<file path="src/rtl/root_hub_controller_pkg.sv">
// Shared constants for the root hub test-case sequencer: message types, field positions,
// FSM state encoding and the outgoing-message builder.
package root_hub_controller_pkg;

  localparam logic [7:0] START_DECODING_MSG      = 8'h01;
  localparam logic [7:0] MEASUREMENT_DATA_HEADER = 8'h02;

  localparam logic [15:0] BROADCAST_DEST = 16'hFFFF;

  // Incoming result fields
  localparam int unsigned SRC_MSB  = 55;
  localparam int unsigned SRC_LSB  = 48;
  localparam int unsigned ITER_MSB = 47;
  localparam int unsigned ITER_LSB = 40;
  localparam int unsigned CYC_MSB  = 39;
  localparam int unsigned CYC_LSB  = 24;

  localparam logic [1:0] IDLE   = 2'd0;
  localparam logic [1:0] START  = 2'd1;
  localparam logic [1:0] HEADER = 2'd2;
  localparam logic [1:0] WAIT   = 2'd3;

  // [63:48] destination, [47:40] type, [7:0] payload, everything else zero
  function automatic logic [63:0] make_msg(input logic [7:0] msg_type, input logic [7:0] payload);
    return {BROADCAST_DEST, msg_type, 32'h0, payload};
  endfunction

endpackage

</file>
<file path="src/rtl/leaf_result_tracker.sv">
// Per-leaf seen bitmap for one test case: flags out-of-range or duplicate result beats and
// reports when the case is complete for the current run mode.
module leaf_result_tracker #(
  parameter int unsigned NUM_LEAVES = 1
) (
  input  logic       clk,
  input  logic       reset,
  input  logic       clear,
  input  logic       beat_valid,
  input  logic [7:0] id,
  input  logic       mode,
  output logic       accept,
  output logic       error,
  output logic       complete
);

  logic [NUM_LEAVES-1:0] seen_q, seen_d, hit;

  // One-hot decode of the source id; an all-zero hit means out of range
  always_comb begin
    hit = '0;
    for (int unsigned i = 0; i < NUM_LEAVES; i++) begin
      hit[i] = (id == 8'(i));
    end
  end

  assign accept   = beat_valid && (|hit) && !(|(seen_q & hit));
  assign error    = beat_valid && !accept;
  assign complete = accept && (mode || (&(seen_q | hit)));

  always_comb begin
    seen_d = seen_q;
    if (clear) begin
      seen_d = '0;
    end else if (accept) begin
      seen_d = seen_q | hit;
    end
  end

  always_ff @(posedge clk or negedge reset) begin
    if (!reset) begin
      seen_q <= '0;
    end else begin
      seen_q <= seen_d;
    end
  end

endmodule

</file>
<file path="src/rtl/root_hub_controller.sv">
// Root hub test-case sequencer: START broadcast, per-stage headers, then result collection
// with timeout. Optional statistics outputs are enabled by defining ROOT_HUB_STATS_EN.
module root_hub_controller
  import root_hub_controller_pkg::*;
#(
  parameter int unsigned NUM_LEAVES        = 1,
  parameter int unsigned MAX_COUNT         = 1000,
  parameter int unsigned NUM_FUSION_STAGES = 1,
  parameter bit          MULTI_FPGA_RUN    = 1'b0,
  parameter int unsigned TIMEOUT_CYCLES    = 65535,
  parameter int unsigned CHANNEL_WIDTH     = 64
) (
  input  logic                     clk,
  input  logic                     reset,
  input  logic                     enable,
  output logic [CHANNEL_WIDTH-1:0] tx_data,
  output logic                     tx_valid,
  input  logic                     tx_ready,
  input  logic [CHANNEL_WIDTH-1:0] rx_data,
  input  logic                     rx_valid,
  output logic                     rx_ready,
  output logic [31:0]              test_count,
  output logic [31:0]              timeout_count,
  output logic [31:0]              error_count,
  output logic                     done
`ifdef ROOT_HUB_STATS_EN
  ,
  output logic [47:0]              total_cycles,
  output logic [7:0]               max_iterations
`endif
);

  localparam logic [7:0] LastStage = 8'(NUM_FUSION_STAGES - 1);
  localparam logic       FusionOn  = (NUM_FUSION_STAGES > 1);
  localparam logic       Mode      = MULTI_FPGA_RUN;
  localparam bit         TimeoutEn = (TIMEOUT_CYCLES != 0);

  logic [1:0]  state_q, state_d;
  logic [7:0]  stage_q, stage_d;
  logic [31:0] wait_q, wait_d;
  logic [31:0] test_count_q, test_count_d;
  logic [31:0] timeout_count_q, timeout_count_d;
  logic [31:0] error_count_q, error_count_d;
  logic        clear, beat_valid, accept, error, complete;

  assign beat_valid = rx_valid && (state_q == WAIT);

  leaf_result_tracker #(
    .NUM_LEAVES (NUM_LEAVES)
  ) u_tracker (
    .clk        (clk),
    .reset      (reset),
    .clear      (clear),
    .beat_valid (beat_valid),
    .id         (rx_data[SRC_MSB:SRC_LSB]),
    .mode       (Mode),
    .accept     (accept),
    .error      (error),
    .complete   (complete)
  );

  always_comb begin
    state_d         = state_q;
    stage_d         = stage_q;
    wait_d          = wait_q;
    test_count_d    = test_count_q;
    timeout_count_d = timeout_count_q;
    error_count_d   = error_count_q;
    clear           = 1'b0;
    case (state_q)
      IDLE: begin
        if (enable && (test_count_q < MAX_COUNT)) begin
          state_d      = START;
          test_count_d = test_count_q + 32'd1;
          stage_d      = '0;
          wait_d       = '0;
          clear        = 1'b1;
        end
      end
      START: begin
        if (tx_ready) state_d = HEADER;
      end
      HEADER: begin
        if (tx_ready) begin
          if (stage_q == LastStage) state_d = WAIT;
          else                      stage_d = stage_q + 8'd1;
        end
      end
      default: begin
        wait_d = wait_q + 32'd1;
        if (error) error_count_d = error_count_q + 32'd1;
        // A completing beat takes priority over a timeout landing in the same cycle
        if (complete) begin
          state_d = IDLE;
        end else if (TimeoutEn && (wait_d == TIMEOUT_CYCLES)) begin
          state_d         = IDLE;
          timeout_count_d = timeout_count_q + 32'd1;
        end
      end
    endcase
  end

  always_ff @(posedge clk or negedge reset) begin
    if (!reset) begin
      state_q         <= IDLE;
      stage_q         <= '0;
      wait_q          <= '0;
      test_count_q    <= '0;
      timeout_count_q <= '0;
      error_count_q   <= '0;
    end else begin
      state_q         <= state_d;
      stage_q         <= stage_d;
      wait_q          <= wait_d;
      test_count_q    <= test_count_d;
      timeout_count_q <= timeout_count_d;
      error_count_q   <= error_count_d;
    end
  end

  // Outputs come from registered state only, so stalls cannot disturb tx_data
  always_comb begin
    tx_data = '0;
    case (state_q)
      START:   tx_data = CHANNEL_WIDTH'(make_msg(START_DECODING_MSG, {6'b0, FusionOn, Mode}));
      HEADER:  tx_data = CHANNEL_WIDTH'(make_msg(MEASUREMENT_DATA_HEADER, stage_q));
      default: tx_data = '0;
    endcase
  end

  assign tx_valid      = (state_q == START) || (state_q == HEADER);
  assign rx_ready      = (state_q == WAIT);
  assign test_count    = test_count_q;
  assign timeout_count = timeout_count_q;
  assign error_count   = error_count_q;
  assign done          = (state_q == IDLE) && (test_count_q == MAX_COUNT);

`ifdef ROOT_HUB_STATS_EN
  logic [47:0] total_cycles_q;
  logic [7:0]  max_iter_q;
  logic [48:0] cyc_sum;

  assign cyc_sum = {1'b0, total_cycles_q} + 49'(rx_data[CYC_MSB:CYC_LSB]);

  always_ff @(posedge clk or negedge reset) begin
    if (!reset) begin
      total_cycles_q <= '0;
      max_iter_q     <= '0;
    end else if (accept) begin
      total_cycles_q <= cyc_sum[48] ? '1 : cyc_sum[47:0];
      if (rx_data[ITER_MSB:ITER_LSB] > max_iter_q) max_iter_q <= rx_data[ITER_MSB:ITER_LSB];
    end
  end

  assign total_cycles   = total_cycles_q;
  assign max_iterations = max_iter_q;

  logic unused_rx;
  assign unused_rx = ^{rx_data[CHANNEL_WIDTH-1:SRC_MSB+1], rx_data[CYC_LSB-1:0]};
`else
  logic unused_rx;
  assign unused_rx = ^{rx_data[CHANNEL_WIDTH-1:SRC_MSB+1], rx_data[ITER_MSB:0]};
`endif

endmodule

</file>
<file path="config.mk">
export PLATFORM = sky130hd
export DESIGN_NAME = root_hub_controller
export DESIGN_NICKNAME = d
export VERILOG_FILES = /design/src/rtl/root_hub_controller_pkg.sv /design/src/rtl/leaf_result_tracker.sv /design/src/rtl/root_hub_controller.sv
export SDC_FILE = /design/constraint.sdc
export NUM_CORES = 1
export LEC_CHECK = 0
export BUFFER_PORTS_ARGS = -buffer_cell sky130_fd_sc_hd__buf_2
export CAP_MARGIN = 15
export CORE_ASPECT_RATIO = 0.7
export CORE_UTILIZATION = 57
export DETAILED_ROUTE_END_ITERATION = 12
export PLACE_DENSITY = 0.87
export SLEW_MARGIN = 10
export SYNTH_ARGS = -nofsm -noshare
export SYNTH_HDL_FRONTEND = slang
export SYNTH_SLANG_ARGS = --single-unit
</file>
<file path="constraint.sdc">
create_clock -name clk -period 7.7 [get_ports clk]
set_clock_uncertainty 0.1 [all_clocks]
set_input_delay 0.385 -clock clk [delete_from_list [all_inputs] [get_ports clk]]
set_output_delay 0.385 -clock clk [all_outputs]
set_load 0.01 [all_outputs]
</file>
## Yosys cells after proc, flatten, opt, wreduce, memory -nomap -nowiden

Cells that the tools add are included.

| word-level totals | value |
|---|---|
| register bits | 139 |
| bits of input ports | 69 |
| output and inout port bits | 163 |
| word-level logic and storage cells | 70 |

| operators by class | value |
|---|---|
| $add $sub $neg | 5 |
| $lt $le $gt $ge | 1 |
| equality and inequality tests | 10 |
| mux-type cells | 18 |
| bitwise logic cells | 5 |
| reductions and logical operators | 24 |

Operators with widths:

| operator | number |
|---|---|
| 32-bit by 1-bit adder with 32-bit output, second input constant | 4 |
| 64-bit one-hot mux with 2 select lines | 1 |
| 32-bit one-hot mux with 2 select lines | 1 |
| 32-bit by 10-bit equality test with 1-bit output, second input constant | 1 |
| 32-bit by 16-bit equality test with 1-bit output, second input constant | 1 |
| 32-bit by 10-bit less-than comparator with 1-bit output, second input constant | 1 |
| 32-bit two-way mux | 1 |
| 8-bit two-way mux | 3 |
| 8-bit logical NOT | 2 |
| 8-bit one-hot mux with 2 select lines | 1 |
| 2-bit two-way mux | 6 |
| 2-bit != test, second input constant | 5 |
| 8-bit by 1-bit adder with 8-bit output, second input constant | 1 |
| 1-bit logical AND | 7 |
| 2-bit one-hot mux with 3 select lines | 1 |
| 2-bit AND reduction | 3 |
| 5-bit AND reduction | 1 |
| 5-bit nonzero test | 1 |
| 2-bit equality test, second input constant | 2 |
| 1-bit two-way mux | 4 |
| 4-bit AND reduction | 1 |
| 2-bit nonzero test | 2 |
| 1-bit inverter | 3 |
| 3-bit AND reduction | 1 |
| 8 further kinds | 9 |

## Longest topological paths before layout

Gate-level depths: netlist of the first run.

| logic depth | value |
|---|---|
| word-level depth | 7 |
| gate-level depth with buffers | 10 |
| depth with buffers taken out | 9 |

## By module

Synthesis of the first run repeated with hierarchy kept, for this count alone.

| second synthesis, totals | value |
|---|---|
| cells, all modules | 820 |
| area total of the unflattened synthesis | 7776.2 µm² |

Modules (own cells, without submodules):

| module | times used | cells each | area an instance (µm²) | sequential area each (µm²) |
|---|---|---|---|---|
| root_hub_controller | 1 | 811 | 7682.4 | 3453.3 |
| leaf_result_tracker | 1 | 9 | 93.8 | 25.0 |

## Least setup slack after synthesis of the first run

Ideal clock, no wire load.

| path | value |
|---|---|
| path type | register -> register |
| start | register wait_q[0] |
| end | register timeout_count_q[13], in the netlist timeout_count[13] |
| library setup time | 0.134 ns |
| data arrival time | 2.709 ns |
| slack | 4.758 ns |
| cell stages (with the launch flop) | 11 |
| clock period less this slack | 2.942 ns |
| cells stage by stage | dfrtp_1 -> ha_1 -> buf_2 -> nand3_1 -> nor4_2 -> or4b_1 -> mux2i_1 -> o22ai_1 -> buf_2 -> nor4_2 -> xor2_1 |

| on the way | value |
|---|---|
| cells in the longest elaborated chain, start to end | 3 |

Ends and longest elaborated chain:

| element | line | RTL |
|---|---|---|
| start: declaration | root_hub_controller.sv:40 | `logic [31:0] wait_q, wait_d;` |
| start signal: assignment | root_hub_controller.sv:114 | `wait_q <= wait_d;` |
| 32-bit by 1-bit adder with 32-bit output | root_hub_controller.sv:90 | `wait_d = wait_q + 32'd1;` |
| 32-bit by 16-bit equality test with 1-bit output | root_hub_controller.sv:95 | `end else if (TimeoutEn && (wait_d == TIMEOUT_CYCLES)) begin` |
| 3-bit AND reduction (no source line) | n/a |  |
| end signal: assignment | root_hub_controller.sv:116 | `timeout_count_q <= timeout_count_d;` |
| end: declaration | root_hub_controller.sv:42 | `logic [31:0] timeout_count_q, timeout_count_d;` |

Every way passes these cells.
A chain may end at the register's enable or synchronous reset.

## Worst setup path in the final report of the first run

| path | value |
|---|---|
| start | register wait_q[2] |
| end | register timeout_count_q[1], in the netlist timeout_count[1] |

The elaborated chain is that of the path after synthesis.

==> qor.yml, run 1 <==
clock_latency_ps: 420
cts.path.max_buffers: 2
drc: 0
p_per_area_nw_per_um2: 270.3
cts_tree: "built"
crit_fanout: 33
maxCapViolCount: 0
routed_wl_mm: 17.00
crit_cells: 8
p_sw_share_pct: 37.85
crit_end: "timeout_count[1]"
cp-end-kind: "register"
vdd_drop_max_v: 0.0002403
worst_hold_path_type: "reg -> reg"
clock_sinks: 139
tightest_slew_ps: 1019
vias: 6259
p_clk_share_pct: 32.6
path_cells: "nand3_1, or4_1, nor4_4, and4b_1, o2111ai_4, buf_4, nor4_2, mux2_1"
r2r_start: "wait_q[2]"
crit_buf_inv: 1
synth_edf_count: 0
r2r_cells: 8
cp_top_family: "simple AND/OR/NAND/NOR gates"
path_clk_slew_ps: 60
cts_resized: 0
htree_levels: 4
gp_congestion: 0.8350
p_comb_share_pct: 31.3
rsz0062_at_grt: "false"
rows: 35
synthMuxAreaShare_pct: 0.9548
dieHeight_um: 100.3
wire_per_inst_um: 15.52
synth_fa_ha_area_share_pct: 1.910
required_ps: 7900
grt_pass1_wl_mm: 28.00
synth_compound_area_share_pct: 8.641
worstSetupPathType: "reg -> reg"
leakagePower_nw: 4.426
root_buffer: "clkbuf_16"
max_slew_margin_pct: 32.08
yosysSeqAreaShare_pct: 44.24
cts-buffers-inserted: 17
start_util_pct: 59.06
fp.coreArea_um2: 13310
power_mw: 2.399
switchingPower_mw: 0.9083
crit_arrival_ps: 4070
grt_pass1_vias: 5686
area.growth.synth_to_final_pct: 12.91
critPathSlowestCell: "or4_1"
n_antenna_cell: 0
finalSetupTns_ps: 0
setup_viol: 0
antenna_found_initial: 0
hold_viol: 0
synth_area_per_cell_um2: 9.659
synthTopCellsByArea: "dfrtp_1 (44%), buf_4 (5.3%), nor4_2 (4.9%)"
grt_use_total_pct: 24.63
drtIter0Drc: 551
port_buffers: 137
outcome: "finished, final reports clean"
cp-start-kind: "register"
chipWidth_um: 142.4
r2r_end: "timeout_count[1]"
drt_first_pass_iters: 6
min_from: "test_count[22]"
reg2reg_slack_ps: 3830
antenna_left: 0
pwr-share-seq_pct: 36.1
final_layout_size_suffix_gt1_share_pct: 24.29
yosys_warnings: 0
syn-cell-area_um2: 7863
synth_top_family_by_area: "simple AND/OR/NAND/NOR gates"
fmax_mhz: 258.2
io_pins: 232
nNetsFinal: 978
synth_top_area_share_pct: 44.24
cp-startpoint: "wait_q[2]"
synth-seq-cells: 139
die_area_um2: 14280
synthXorXnorAreaFrac_pct: 8.800
yosys.area_share.simple_pct: 25.80
max_stage_delay_ps: 800
min_period_ps: 3872
synth_area_leader_cell: "dfrtp_1"
grt-ovfl-total: 0
min_period_over_period_pct: 50.29
dp_hpwl_mm: 11.48
yosysUniqueCellTypes: 55
synth-async-reset-ratio_pct: 100.0
grt_max_degree: 81
synth_cells: 814
ys.flop_type: "dfrtp_1"
p_int_mw: 1.491
via_per_inst: 5.716
slew_violations: 0
layer usage:
metal	GRT usage [%]	vias to the layer above	part of all wire, %
met5	0	-	0
met4	6.617	0	0.79
met3	5.296	18	7.1
met2	37.37	264	46
met1	35.75	3011	46
li1	-	2966	-
synth_stat cells (all sizes together) (3+ instances only):
cell type / number
a21o: 4
a21oi: 15
a22o: 6
a31oi: 12
and2: 14
and3: 30
and4: 9
buf: 74
clkbuf: 44
dfrtp: 139
ha: 12
inv: 17
mux2: 4
mux2i: 3
nand2: 61
nand3: 45
nand4: 37
nor2: 42
nor2b: 6
nor3: 16
nor4: 48
nor4b: 4
o21ai: 49
o22ai: 3
o31ai: 9
o41ai: 3
or2: 6
or3: 4
or4: 3
xnor2: 35
xor2: 44
power groups by stage:
stage	Sequential, mW	Combinational (mW)	Clock [mW]
after floorplan	0.856	0.625	0
after global placement	0.872	0.720	0
after detailed placement	0.875	0.743	0
after CTS	0.863	0.747	0.795
after global routing	0.876	0.821	0.830
final	0.866	0.751	0.782
logic make-up (layout without fill, tap and decap cells):
| group | after synthesis | after routing |
|---|---|---|
| adder cells (fa/ha/maj) | 12 | 12 |
| AND/OR/NAND/NOR | 332 | 332 |
| flip-flops | 139 | 139 |
| AO/OA/AOI/OAI | 109 | 109 |
| other | 1 | 38 |
| multiplexers | 7 | 7 |
| XOR/XNOR | 79 | 79 |
| buffers and inverters | 135 | 194 |
flip-flops by register name, indices dropped and copies added, names as in the netlist:
register	flops
error_count	32
test_count	32
timeout_count	32
wait_q	32
stage_q	8
state_q	2
u_tracker.seen_q	1
layout by cell type (no fill, tap or decap), types with 3 or more instances in the layout:
master / synthesis / layout
a21o_1: 4 / 4
a21oi_1: 15 / 15
a22o_1: 6 / 6
a31oi_1: 12 / 12
and2_1: 14 / 14
and3_1: 30 / 30
and4_1: 9 / 9
buf_2: 15 / 136
buf_4: 55 / 7
clkbuf_16: 0 / 17
clkinv_4: 0 / 3
clkinvlp_4: 0 / 3
conb_1: 1 / 38
dfrtp_1: 139 / 139
ha_1: 12 / 12
inv_1: 17 / 17
inv_8: 0 / 3
mux2_2: 3 / 3
mux2i_1: 3 / 3
nand2_1: 60 / 60
nand3_1: 45 / 45
nand4_1: 37 / 37
nor2_1: 42 / 42
nor2b_1: 6 / 6
nor3_1: 16 / 16
nor4_1: 15 / 15
nor4_2: 31 / 31
nor4b_1: 3 / 3
o21ai_0: 47 / 47
o31ai_1: 9 / 9
o41ai_1: 3 / 3
or2_2: 6 / 6
or3_1: 4 / 4
or4_1: 3 / 3
xnor2_1: 35 / 35
xor2_1: 44 / 44
worst min path at each step:
stage,slack (ps),to,cells after the start
floorplan,-10,error_count[0],0
global placement,280,timeout_count[18],1
detailed placement,280,test_count[24],0
CTS,300,test_count[19],0
global route,300,test_count[25],0
finish,300,test_count[22],0
stage by stage:
step | area (um^2) | cells | utilization [%] | setup slack, ps | hold WS [ps]
after floorplan | 8001 | 851 | - | 4758 | -10.59
after global placement | 8299 | 1062 | 62.34 | 3925 | 282.7
after detailed placement | 8299 | 1062 | 62.34 | 3845 | 284.3
after CTS | 8877 | 1095 | 66.68 | 3831 | 299.7
after global routing | 8877 | 1095 | 66.68 | 3491 | 304.1
final | 8877 | 1095 | 66.68 | 3828 | 295.5
final cells by class:
class / instances / area, um^2
inverter: 17 / 63.81
clock buffer: 19 / 432.9
tap: 185 / 231.5
sequential: 139 / 3478
timing repair buffer: 145 / 754.5
fill: 1047 / 4436
clock inverter: 13 / 135.1
multi-input combinational: 577 / 3781
worst register-to-register path, cell delays in order (launching register included):
cell and delay [ps]:
dfrtp_1 490, nand3_1 400, or4_1 810, nor4_4 400
and4b_1 330, o2111ai_4 110, buf_4 330, nor4_2 430
mux2_1 360
repair_timing:
| action | 4_1_cts | 5_1_grt |
|---|---|---|
| hold buffers | 1 | 0 |
| hold endpoints to repair | 59 | 0 |
| buffers inserted | 0 | 0 |
Power figures use the tool's default switching activity.
==> inputs of run 2 (changes only) <==
--- a/config.mk
+++ b/config.mk
@@ -8,9 +8,9 @@
 export BUFFER_PORTS_ARGS = -buffer_cell sky130_fd_sc_hd__buf_2
 export CAP_MARGIN = 15
 export CORE_ASPECT_RATIO = 0.7
-export CORE_UTILIZATION = 57
+export CORE_UTILIZATION = 47
 export DETAILED_ROUTE_END_ITERATION = 12
-export PLACE_DENSITY = 0.87
+export PLACE_DENSITY = 0.77
 export SLEW_MARGIN = 10
 export SYNTH_ARGS = -nofsm -noshare
 export SYNTH_HDL_FRONTEND = slang
==> constraint.sdc (replaced) <==
create_clock -name clk -period 3.55 [get_ports clk]
set_clock_uncertainty 0.1 [all_clocks]
set_input_delay 0.1775 -clock clk [delete_from_list [all_inputs] [get_ports clk]]
set_output_delay 0.1775 -clock clk [all_outputs]
set_load 0.01 [all_outputs]
==> run 2 against run 1 <==
  * Total power up 130%
  * Clock-buffer cell count unchanged
  * Sequential share of layout area down 1.2 points
  * Critical endpoint is now timeout_count[24]
==> qor.yml, run 2 (same netlist as run 1, synthesis figures left out) <==
seq_area_um2: 3478  # unchanged
via_per_inst: 5.464  # was 5.716
dpl_cell_area_um2: 8509  # was 8299 um^2
dp_hpwl_mm: 12.15  # was 11.48 mm
grt_max_degree: 73  # was 81
grt_pass1_wl_mm: 28.59  # was 28.00 mm
fin_area_um2: 9149  # was 8877 um^2
dieHeight_um: 110.2  # was 100.3 um
p_per_area_nw_per_um2: 594.8  # was 270.3 nW/um^2
gp_congestion: 0.8582  # was 0.8350
wire_per_inst_um: 15.24  # was 15.52 um
die_area_um2: 17260  # was 14280 um^2
place_ws_ps: 261.7  # was 3845 ps
grt-ovfl-total: 0  # unchanged
root_buffer: "clkbuf_16"  # unchanged
grt_pass1_vias: 5633  # was 5686
cts_tree: "built"  # unchanged
slew_violations: 0  # unchanged
fp.coreArea_um2: 16350  # was 13310 um^2
path_clk_slew_ps: 60  # about the same
cts_post_setup_buffers_inserted: 0  # unchanged
outcome: "finished, final reports clean"  # unchanged
htree_levels: 4  # unchanged
start_util_pct: 48.10  # was 59.06%
vias: 6300  # was 6259
drt_first_pass_iters: 5  # was 6
drc: 0  # unchanged
worstSetupPathType: "reg -> reg"  # unchanged
cts.path.max_buffers: 2  # unchanged
crit_fanout: 15  # was 33
required_ps: 3790  # was 7900 ps
min_period_over_period_pct: 94.36  # was 50.29%
fmax_mhz: 298.5  # was 258.2 MHz
area.growth.synth_to_final_pct: 16.36  # was 12.91%
rows: 39  # was 35
final_layout_size_suffix_gt1_share_pct: 25.97  # was 24.29%
cts-buffers-inserted: 17  # unchanged
clock_sinks: 139  # unchanged
n_antenna_cell: 0  # unchanged
n_fill_cell: 1414  # was 1047
hold_viol: 0  # unchanged
grt_use_total_pct: 21.29  # was 24.63%
antenna_found_initial: 0  # unchanged
antenna_left: 0  # unchanged
leakagePower_nw: 4.554  # was 4.426 nW
min_period_ps: 3350  # was 3872 ps
worst_hold_path_type: "in -> reg"  # was reg -> reg
final_common_cell: "dfrtp_1"  # unchanged
port_buffers: 137  # unchanged
final_cell_mix: "dfrtp_1 (139), buf_2 (136), nand2_1 (60), o21ai_0 (47), nand3_1 (45)"  # unchanged
final_util_pct: 55.97  # was 66.68%
cp-end-kind: "register"  # unchanged
drtIter0Drc: 533  # was 551
rsz0062_at_grt: "false"  # unchanged
finalSetupTns_ps: 0  # unchanged
vdd_drop_max_v: 0.0004175  # was 0.0002403 V
setup_viol: 0  # unchanged
io_pins: 232  # unchanged
maxCapViolCount: 0  # unchanged
nNetsFinal: 996  # was 978
routed_wl_mm: 17.57  # was 17.00 mm
cp-start-kind: "register"  # unchanged
multiInputGateArea_um2: 3787  # was 3781 um^2
crit_arrival_ps: 3590  # was 4070 ps
tightest_slew_ps: 1008  # was 1019 ps
max_slew_margin_pct: 32.36  # was 32.08%
chipWidth_um: 156.6  # was 142.4 um
clock_latency_ps: 420  # about the same
setup_slack_ps: 200.2  # was 3828 ps
run 2: final cells by class:
cell class / count / area share [%]
Multi-Input combinational cell: 577 / 41.40
Sequential cell: 139 / 38.02
Timing Repair Buffer: 163 / 9.997
Clock buffer: 19 / 4.841
Tap cell: 225 / 3.077
Clock inverter: 13 / 1.969
Inverter: 17 / 0.6975
run 2: worst paths after layout:
path,from,endpoint,slack (ps),cells after the start
setup / recovery,wait_q[8],timeout_count[24],200,9
hold / removal,rx_data[53],error_count[0],150,5
setup reg to reg,wait_q[8],timeout_count[24],200,9
hold reg to reg,test_count[20],test_count[20],300,0
max in group asynchronous,reset,wait_q[17],2290,3
min in group asynchronous,reset,error_count[13],240,2
run 2: metrics by stage:
step	hold slack (ps)	instances	power (mW)
3_3_place_gp	140.7	1120	3.519
5_1_grt	186.5	1153	5.746
3_5_place_dp	145.1	1120	3.576
4_1_cts	143.1	1153	5.464
2_1_floorplan	-218.1	851	3.212
6_report	153.4	1153	5.442
run 2: worst max-delay path, cell delays in order, from the launching register on:
cell,delay [ps]
dfrtp_1,560
nand4_1,270
nor4_2,370
or4b_1,550
nor4b_1,400
buf_4,200
o22ai_4,140
buf_12,210
nor4_2,280
xor2_1,190
run 2: power by group:
part           internal [mW]  leakage, nW  switching [mW]
clock                   1.14        0.299           0.741
combinational          0.595         2.35            1.09
sequential              1.70         1.90           0.171
run 2: repair_timing:
item | 4_1_cts | 5_1_grt
setup endpoints to repair | 0 | 7
hold endpoints to repair | 71 | 0
resized for setup | 0 | 1
hold buffers | 1 | 0
run 2: layer usage:
metal	share of wire [%]	global-route usage, %	wire length [um]
met5	0	0	0
met4	1.3	7.353	233
met3	6.5	4.887	1141
met2	44	31.47	7678
met1	48	30.64	8519
==> inputs of run 3 (changes only) <==
--- a/config.mk
+++ b/config.mk
@@ -14,4 +14,5 @@
 export SLEW_MARGIN = 10
 export SYNTH_ARGS = -nofsm -noshare
 export SYNTH_HDL_FRONTEND = slang
+export SYNTH_HIERARCHICAL = 1
 export SYNTH_SLANG_ARGS = --single-unit
==> run 3 against run 2 <==
  * Die area down 1.1%
  * Critical path depth unchanged
  * Hold slack better by 10 ps
  * Clock power rose by 2%
  * Cell count is 0.43% lower
  * First-iteration DRC count rose by 3.6%
  * Register-to-register slack gained 40 ps
  * Non-clock buffer count decreased by 4
  * Maximum frequency increased by 1.3%
  * Highest routed layer unchanged
==> qor.yml, run 3 <==
vdd_drop_max_v: 0.0003677  # was 0.0004175 V
via_per_inst: 5.511  # was 5.464
chipWidth_um: 155.7  # was 156.6 um
cts_tree: "built"  # unchanged
crit_end: "timeout_count[13]"  # was timeout_count[24]
yosys_warnings: 6  # was 0
r2r_end: "timeout_count[13]"  # was timeout_count[24]
p_per_area_nw_per_um2: 633.2  # was 594.8 nW/um^2
r2r_start: "wait_q[0]"  # was wait_q[8]
hold_viol: 0  # unchanged
grt_pass1_vias: 5602  # was 5633
met1_usage_pct: 31.92  # was 30.64%
dp.cells: 1112  # was 1120
grt_max_degree: 96  # was 73
worstSetupPathType: "reg -> reg"  # unchanged
crit_arrival_ps: 3540  # was 3590 ps
path_clk_slew_ps: 60  # about the same
p_int_mw: 3.554  # was 3.440 mW
worst_hold_path_type: "in -> reg"  # unchanged
grt_pass1_wl_mm: 28.58  # was 28.59 mm
cp-startpoint: "wait_q[0]"  # was wait_q[8]
r2r_cells: 9  # unchanged
grt_busiest_layer: "met1"  # was met2
drt_first_pass_iters: 7  # was 5
critPathSlowestCell: "or4_1"  # was dfrtp_1
dieHeight_um: 109.6  # was 110.2 um
path_cells: "ha_1, and4_1, nand4_4, or4_1, a211oi_2, nand4_2, buf_4, nor4_1, xor2_1"  # was nand4_1, nor4_2, or4b_1, nor4b_1, buf_4, o22ai_4, buf_12, nor4_2, xor2_1
drc: 0  # unchanged
n_antenna_cell: 0  # unchanged
cts-buffers-inserted: 17  # unchanged
fmax_mhz: 302.4  # was 298.5 MHz
rsz0062_at_grt: "false"  # unchanged
required_ps: 3790  # about the same
htree_levels: 4  # unchanged
drtIter0Drc: 552  # was 533
outcome: "finished, final reports clean"  # unchanged
synth_cells: 819  # was 814
final_common_cell: "dfrtp_1"  # unchanged
root_buffer: "clkbuf_16"  # unchanged
final_layout_size_suffix_gt1_share_pct: 23.17  # was 25.97%
hold_ws_ps: 163.7  # was 153.4 ps
slew_violations: 0  # unchanged
p_sw_share_pct: 37.79  # was 36.78%
area.growth.synth_to_final_pct: 16.10  # was 16.36%
dp_hpwl_mm: 12.44  # was 12.15 mm
cp-end-kind: "register"  # unchanged
leakagePower_nw: 4.593  # was 4.554 nW
switchingPower_mw: 2.159  # was 2.001 mW
vias: 6327  # was 6300
cts_post_setup_buffers_inserted: 0  # unchanged
antenna_found_initial: 0  # unchanged
tightest_slew_ps: 930.8  # was 1008 ps
synth_area_per_cell_um2: 9.489  # was 9.659 um^2
maxCapViolCount: 0  # unchanged
rows: 38  # was 39
fp.coreArea_um2: 15830  # was 16350 um^2
power_mw: 5.713  # was 5.442 mW
start_util_pct: 49.08  # was 48.10%
port_buffers: 137  # unchanged
clock_latency_ps: 420  # about the same
crit_fanout: 14  # was 15
cp-start-kind: "register"  # unchanged
setup_slack_ps: 243.1  # was 200.2 ps
io_pins: 232  # unchanged
min_period_ps: 3307  # was 3350 ps
grt-ovfl-total: 0  # unchanged
max_slew_margin_pct: 37.95  # was 32.36%
min_period_over_period_pct: 93.15  # was 94.36%
p_clk_share_pct: 33.7  # was 34.6%
place_ws_ps: 298.3  # was 261.7 ps
syn-cell-area_um2: 7771  # was 7863 um^2
die_area_um2: 17060  # was 17260 um^2
nNetsFinal: 996  # unchanged
cts.path.max_buffers: 2  # unchanged
grtUsageMet3_pct: 5.242  # was 4.887%
n_fill_cell: 1364  # was 1414
gp_congestion: 0.9396  # was 0.8582
p_comb_share_pct: 32.8  # was 31.0%
antenna_left: 0  # unchanged
fin_cells: 1148  # was 1153
final_cell_mix: "dfrtp_1 (139), buf_2 (136), nand2_1 (60), xor2_1 (53), nand3_1 (48)"  # was dfrtp_1 (139), buf_2 (136), nand2_1 (60), o21ai_0 (47), nand3_1 (45)
wire_per_inst_um: 15.50  # was 15.24 um
reg2reg_slack_ps: 240  # was 200 ps
routed_wl_mm: 17.80  # was 17.57 mm
clock_sinks: 139  # unchanged
grt_use_total_pct: 21.15  # was 21.29%
setup_viol: 0  # unchanged
pwr-share-seq_pct: 33.5  # was 34.4%
grt.met2_usage_pct: 29.47  # was 31.47%
finalSetupTns_ps: 0  # unchanged
max_stage_delay_ps: 570  # was 560 ps
==> run 3: layer usage <==
metal  wire [um]  vias to the layer above
li1            -                     3017
met1        8993                     3034
met2        7370                      252
met3        1205                       24
met4         227                        0
met5           0                        -
==> run 3: layout make-up <==
type | count | area [um^2] | share of cell area, %
inverter | 21 | 78.83 | 0.8737
timing repair buffer | 159 | 879.6 | 9.749
sequential | 139 | 3478 | 38.55
multi-input combinational | 577 | 3675 | 40.73
tap | 220 | 275.3 | 3.051
clock inverter | 14 | 206.4 | 2.288
clock buffer | 18 | 429.2 | 4.757
==> run 3: worst max-delay path, delay by kind of cell, from the launching register on <==
kind | cells | cell delay (ps)
buffers and inverters | 1 | 230
xor gates and xnor gates | 1 | 190
AOI/OAI and AO/OA | 1 | 270
DFF | 1 | 440
adders and majority gates | 1 | 330
and+or+nand+nor | 5 | 1660
==> run 3: worst min-delay path by stage <==
stage | cells past startpoint | to | startpoint
final | 5 | state_q[1] | tx_ready
after floorplan | 0 | error_count[0] | reset
after CTS | 5 | state_q[1] | tx_ready
after global placement | 1 | timeout_count[10] | reset
after global routing | 5 | state_q[1] | tx_ready
after detailed placement | 1 | timeout_count[11] | reset
==> run 3: power by group through the flow <==
stage / clock, mW / combinational [mW] / sequential, mW
after floorplan: 0 / 1.56 / 1.86
after global placement: 0 / 1.81 / 1.93
after detailed placement: 0 / 1.86 / 1.93
after CTS: 1.95 / 1.88 / 1.91
after global routing: 2.02 / 2.09 / 1.94
final: 1.92 / 1.88 / 1.91
==> run 3: through the flow <==
stage | utilization, % | cell area [um^2]
2_1_floorplan | - | 7910
3_3_place_gp | 52.72 | 8347
3_5_place_dp | 52.72 | 8347
4_1_cts | 56.99 | 9022
5_1_grt | 56.99 | 9022
6_report | 56.99 | 9022
==> run 3: timing repair <==
action	4_1_cts	5_1_grt
hold endpoints to repair	94	0
setup endpoints to repair	0	0
resized for setup	0	0
hold buffers	4	0
